===== config.mk =====
export PLATFORM = sky130hd
export DESIGN_NAME = regs_file_scoreboard
export DESIGN_NICKNAME = d
export VERILOG_FILES = /design/src/rtl/regs_file_scoreboard.sv
export SDC_FILE = /design/constraint.sdc
export NUM_CORES = 2
export LEC_CHECK = 0
export CELL_PAD_IN_SITES_DETAIL_PLACEMENT = 0
export CELL_PAD_IN_SITES_GLOBAL_PLACEMENT = 1
export CORE_UTILIZATION = 39
export CTS_BUF_LIST = sky130_fd_sc_hd__clkbuf_16
export DETAILED_ROUTE_END_ITERATION = 6
export PLACE_DENSITY = 0.74
export SLEW_MARGIN = 20
export SYNTH_ARGS = -nofsm -noshare
export SYNTH_HDL_FRONTEND = slang
export SYNTH_SLANG_ARGS = --single-unit

===== constraint.sdc =====
create_clock -name clk_i_Regs -period 4.3 [get_ports clk_i_Regs]
set_input_delay 0.43 -clock clk_i_Regs [delete_from_list [all_inputs] [get_ports clk_i_Regs]]
set_output_delay 0.43 -clock clk_i_Regs [all_outputs]
set_load 0.005 [all_outputs]

===== src/rtl/regs_file_scoreboard.sv =====
// Register file with NUM_RD read ports, NUM_FWD-source forwarding and a per-register pending-write scoreboard.
// Define REGS_SB_STATS_EN to add the Stall_Cnt_o_Regs stall-cycle counter output.
module regs_file_scoreboard #(
  parameter int DATA_W   = 32,
  parameter int ADDR_W   = 5,
  parameter int NUM_RD   = 2,
  parameter int NUM_FWD  = 2,
  parameter int MAX_PEND = 3
) (
  input  logic                      clk_i_Regs,
  input  logic                      rst_i_Regs,
  input  logic [NUM_RD-1:0]         RdEn_i_Regs,
  input  logic [NUM_RD*ADDR_W-1:0]  Rd_Addr_i_Regs,
  output logic [NUM_RD*DATA_W-1:0]  Rd_Data_o_Regs,
  output logic [NUM_RD*ADDR_W-1:0]  Rd_Addr_o_Regs,
  input  logic                      Iss_En_i_Regs,
  input  logic [ADDR_W-1:0]         Iss_Addr_i_Regs,
  input  logic [NUM_FWD-1:0]        Fwd_Valid_i_Regs,
  input  logic [NUM_FWD*ADDR_W-1:0] Fwd_Addr_i_Regs,
  input  logic [NUM_FWD*DATA_W-1:0] Fwd_Data_i_Regs,
  input  logic                      WrEn_i_Regs,
  input  logic [ADDR_W-1:0]         WrAddr_i_Regs,
  input  logic [DATA_W-1:0]         WrData_i_Regs,
  input  logic                      Flush_i_Regs,
  output logic                      Stall_o_Regs,
`ifdef REGS_SB_STATS_EN
  output logic [31:0]               Stall_Cnt_o_Regs,
`endif
  output logic                      Ovf_Err_o_Regs,
  output logic                      Udf_Err_o_Regs
);

  localparam int NREG  = 1 << ADDR_W;
  localparam int CNT_W = $clog2(MAX_PEND + 1);
  localparam logic [CNT_W-1:0] CNT_MAX = CNT_W'(MAX_PEND);
  localparam logic [CNT_W-1:0] CNT_ONE = CNT_W'(1);

  logic [DATA_W-1:0] regs_q [NREG];
  logic [DATA_W-1:0] regs_d [NREG];
  logic [CNT_W-1:0]  cnt_q  [NREG];
  logic [CNT_W-1:0]  cnt_d  [NREG];
  logic              ovf_q, ovf_d;
  logic              udf_q, udf_d;
  logic              inc, dec;

  logic [ADDR_W-1:0] rd_addr [NUM_RD];
  logic [DATA_W-1:0] rd_data [NUM_RD];
  logic              fwd_hit [NUM_RD];
  logic              wb_hit  [NUM_RD];

  assign Rd_Addr_o_Regs = Rd_Addr_i_Regs;
  assign Ovf_Err_o_Regs = ovf_q;
  assign Udf_Err_o_Regs = udf_q;
  assign inc = Iss_En_i_Regs && (Iss_Addr_i_Regs != '0);
  assign dec = WrEn_i_Regs && (WrAddr_i_Regs != '0);

  // Read path: forwarding (youngest first) beats same-cycle writeback beats the array
  always_comb begin
    Rd_Data_o_Regs = '0;
    Stall_o_Regs   = 1'b0;
    for (int k = 0; k < NUM_RD; k++) begin
      rd_addr[k] = Rd_Addr_i_Regs[k*ADDR_W +: ADDR_W];
      wb_hit[k]  = WrEn_i_Regs && (WrAddr_i_Regs == rd_addr[k]);
      rd_data[k] = wb_hit[k] ? WrData_i_Regs : regs_q[rd_addr[k]];
      fwd_hit[k] = 1'b0;
      for (int f = NUM_FWD - 1; f >= 0; f--) begin
        if (Fwd_Valid_i_Regs[f] && (Fwd_Addr_i_Regs[f*ADDR_W +: ADDR_W] == rd_addr[k])) begin
          rd_data[k] = Fwd_Data_i_Regs[f*DATA_W +: DATA_W];
          fwd_hit[k] = 1'b1;
        end
      end
      if (RdEn_i_Regs[k] && (rd_addr[k] != '0)) begin
        Rd_Data_o_Regs[k*DATA_W +: DATA_W] = rd_data[k];
        if ((cnt_q[rd_addr[k]] != '0) && !fwd_hit[k] && !wb_hit[k])
          Stall_o_Regs = 1'b1;
      end
    end
  end

  // Array write and pending-count update; flush clears counts but not the WB data write
  always_comb begin
    regs_d = regs_q;
    cnt_d  = cnt_q;
    ovf_d  = ovf_q;
    udf_d  = udf_q;
    if (dec)
      regs_d[WrAddr_i_Regs] = WrData_i_Regs;
    if (!(inc && dec && (Iss_Addr_i_Regs == WrAddr_i_Regs))) begin
      if (inc) begin
        if (cnt_q[Iss_Addr_i_Regs] == CNT_MAX) ovf_d = 1'b1;
        else cnt_d[Iss_Addr_i_Regs] = cnt_q[Iss_Addr_i_Regs] + CNT_ONE;
      end
      if (dec) begin
        if (cnt_q[WrAddr_i_Regs] == '0) udf_d = 1'b1;
        else cnt_d[WrAddr_i_Regs] = cnt_q[WrAddr_i_Regs] - CNT_ONE;
      end
    end
    if (Flush_i_Regs) begin
      for (int i = 0; i < NREG; i++) cnt_d[i] = '0;
    end
  end

  always_ff @(posedge clk_i_Regs) begin
    if (rst_i_Regs) begin
      for (int i = 0; i < NREG; i++) begin
        regs_q[i] <= '0;
        cnt_q[i]  <= '0;
      end
      ovf_q <= 1'b0;
      udf_q <= 1'b0;
    end else begin
      regs_q <= regs_d;
      cnt_q  <= cnt_d;
      ovf_q  <= ovf_d;
      udf_q  <= udf_d;
    end
  end

`ifdef REGS_SB_STATS_EN
  logic [31:0] stall_cnt_q, stall_cnt_d;

  assign stall_cnt_d      = stall_cnt_q + {31'd0, Stall_o_Regs};
  assign Stall_Cnt_o_Regs = stall_cnt_q;

  always_ff @(posedge clk_i_Regs) begin
    if (rst_i_Regs) stall_cnt_q <= '0;
    else            stall_cnt_q <= stall_cnt_d;
  end
`endif

endmodule


==> flow_summary.toml <==
[run_status]
status = "finished, violations left"
violations = "setup timing"

[power_and_ir_drop]
clock_power_share_pct = 44.4
ir_worst_vdd_mv = 0.321
p_seq_share_pct = 43.9
p_int_uw = 16800
p_per_area_nw_per_um2 = 341
p_switching_uw = 6490
p_comb_share_pct = 11.7
leakagePower_uw = 0.0223
netSwitchingFraction_pct = 27.9

[cts]
numCtsBuffers = 118
htree_levels = 3
clk_latency_ns = 0.75
cts_setup_buffers = 0
clkSinkCount = 1090
clockRootBuffer = "clkbuf_16"
cts_hold_buf = 0
cts_tree = "yes"
clkTransAtPathRegs_ns = 0.07
clockBufferDepth = 3

[logic_synthesis]
synth_cell_types = 70
ys_ff_latch = 1090
avgSynthCellArea_um2 = 8.59
netlist_area_um2 = 59300
yosys.area.top_type_share_pct = 36.8
ys.flop_type = "dfxtp_1"
ys_async_sr_fraction_pct = 0
yosysTopAreaCell = "dfxtp_1"
synth_fp_nets = 7038
ys_seq_area_share_pct = 36.8
synth-edff-count = 0
synth_warnings = 0
netlist_top_cells_area = "dfxtp_1 37%, mux4_2 19%, nand2_1 13%, a21oi_1 9.9%, mux2i_1 4.8%"
synth_cells = 6901

[grt]
grt-ovfl-total = 0
grt_util_met3_pct = 9.14
antenna_found_initial = 12
grt_usage_pct = 35.5
grtUsageMet1_pct = 44.4
use_met2_pct = 53.6
grt_max_degree = 217
grt_pass1_wl_um = 394000
grt_pass1_vias = 53454
grt_busiest_layer = "met2"

[critical_path]
cp-end-kind = "primary output"
r2r-start = "cnt_q[17]"
endpoint = "Rd_Data_o_Regs[41]"
critical_path_class = "in -> out"
crit_required_ns = 3.87
path_max_fanout = 4
startpoint_type = "input pin"
r2r_slack_ns = 0.80
worstSetupStartpoint = "Fwd_Addr_i_Regs[5]"
r2r_end = "cnt_q[21]"
crit_arrival_ns = 3.90
rr_worst_depth = 10

[floorplanning]
core_area_um2 = 150000
die_w_um = 392
start_util_pct = 39.5
die_h_um = 392
row_count = 142
ios = 212
dieArea_um2 = 154000

[timing]
grt_setup_unrepaired = "false"
worst_pin_slew_ns = 1.26
setup_viol = 1
fmax_mhz = 231
finalHoldViolations = 0
fin_crit_sh_pct = 101
slew_violations = 0
fin_skew_ns = 0.0145
relSlewSlack_pct = 16.0
fin_ws_ns = -0.0315
layout_min_cycle_time_ns = 4.33

[placement]
dp.cells = 8723
place_hpwl_um = 173000
place_congestion = 0.983
numPortBuffers = 211

[route]
via_per_inst = 6.43
vias = 57572
drcViolationCount = 0
drt_pass1_iterations = 6
ant_nets = 0
drtIter0Drc = 8944
wl_per_cell_um = 31.3
drt-total-wl_um = 280000

[final_layout]
finalNonFillerCells = 8958
layout_commonest_cell = "nand2_1"
drive_above_1_share_pct = 16.7
area_delta_synth_final_pct = 15.2
final_cell_mix = "2,079 x nand2_1, 1,170 x a21oi_1, 1,090 x dfxtp_1"
final_nets = 6964
finalCoreUtilization_pct = 45.5

[worst_hold_path]
min_path_type = "in -> reg"

[run]
drv_cap = 0
-- flip-flops by register name, summed over array words and instances (netlist names) --
register        cells
regs_q           1024
Ovf_Err_o_Regs      1
Udf_Err_o_Regs      1
cnt_q              64
-- worst max-delay path, stage by stage --
cell	delay, ns
clkdlybuf4s50_1	0.45
xor2_1	0.18
nor4_1	0.43
nand3_2	0.51
and2_1	0.38
o311a_1	0.13
nor3_1	0.66
buf_4	0.22
clkdlybuf4s50_1	0.50
-- area by class of cell --
class / instances / area (um^2)
Clock inverter: 104 / 841
Clock buffer: 118 / 2950
Tap cell: 2016 / 2520
Timing Repair Buffer: 555 / 5470
Sequential cell: 1090 / 21800
Fill cell: 14452 / 82000
Antenna cell: 13 / 32.5
Inverter: 9 / 36.3
Multi-Input combinational cell: 5053 / 34700
-- power by group through the flow --
stage	Combinational [uW]	Sequential, uW	Clock [uW]
floorplan	1430	10400	0
global placement	2630	10400	0
detailed placement	2630	10400	0
CTS	2640	10200	10300
global route	2780	10200	10700
finish	2730	10200	10300
-- Yosys cell counts, drive strengths merged (5+ instances only) --
cell type / instances
nand2: 2110
a32oi: 13
o31ai: 6
a31oi: 30
nor4: 11
xnor2: 8
a211o: 14
a22oi: 104
nand3: 24
o41ai: 5
mux2: 38
nor2b: 62
o31a: 7
nor2: 152
inv: 9
a311oi: 5
nand3b: 20
o21ai: 113
nand2b: 5
buf: 187
mux2i: 285
o22ai: 58
and3: 16
o211ai: 6
or3: 9
xor2: 27
or2: 11
a2111oi: 6
clkbuf: 562
nor3: 53
mux4: 490
a211oi: 40
dfxtp: 1090
a21oi: 1170
and2: 14
or4: 27
a221oi: 8
o221ai: 63
-- how the worst min path moves through the flow --
stage	from	to	cells past startpoint
final	rst_i_Regs	regs_q[745]	2
after global routing	rst_i_Regs	regs_q[681]	2
after CTS	rst_i_Regs	regs_q[997]	2
after detailed placement	regs_q[819]	regs_q[819]	2
after global placement	regs_q[149]	regs_q[149]	2
after floorplan	regs_q[23]	regs_q[23]	2
-- what timing repair did --
| item | CTS | global route |
|---|---|---|
| setup endpoints to repair | 3 | 1 |
| cloned | 0 | 0 |
| gates resized for setup | 3 | 1 |
-- per-stage QoR --
step	setup slack [ns]	cell area (um^2)	hold WS, ns	total power [uW]	TNS (ns)
6_report	-0.0315	68300	0.163	23300	-0.0315
5_1_grt	0.0147	68300	0.250	23800	0
4_1_cts	0.117	68300	0.186	23200	0
3_5_place_dp	-0.222	64500	0.457	13100	-0.340
3_3_place_gp	-0.399	64500	0.449	13100	-0.865
2_1_floorplan	0.530	59300	0.443	11900	0
-- kinds of logic (layout without fill, tap and decap cells) --
logic type	after synthesis	count (layout)	synth area share, %
xor gates and xnor gates	35	35	0.517
DFF	1090	1090	36.8
and+or+nand+nor	2537	2537	17.3
adders and majority gates	2	2	0.0422
buffers and inverters	758	786	5.44
muxes	813	813	24.2
AOI/OAI and AO/OA	1666	1666	15.8
other	0	13	0
-- routing by layer --
layer / up-vias / part of all wire [%]
met5: - / 0.019
met4: 10 / 7.6
met3: 1054 / 12
met2: 4084 / 44
met1: 28126 / 36
li1: 24298 / -
Note: power is estimated with default switching activity, not from simulation.
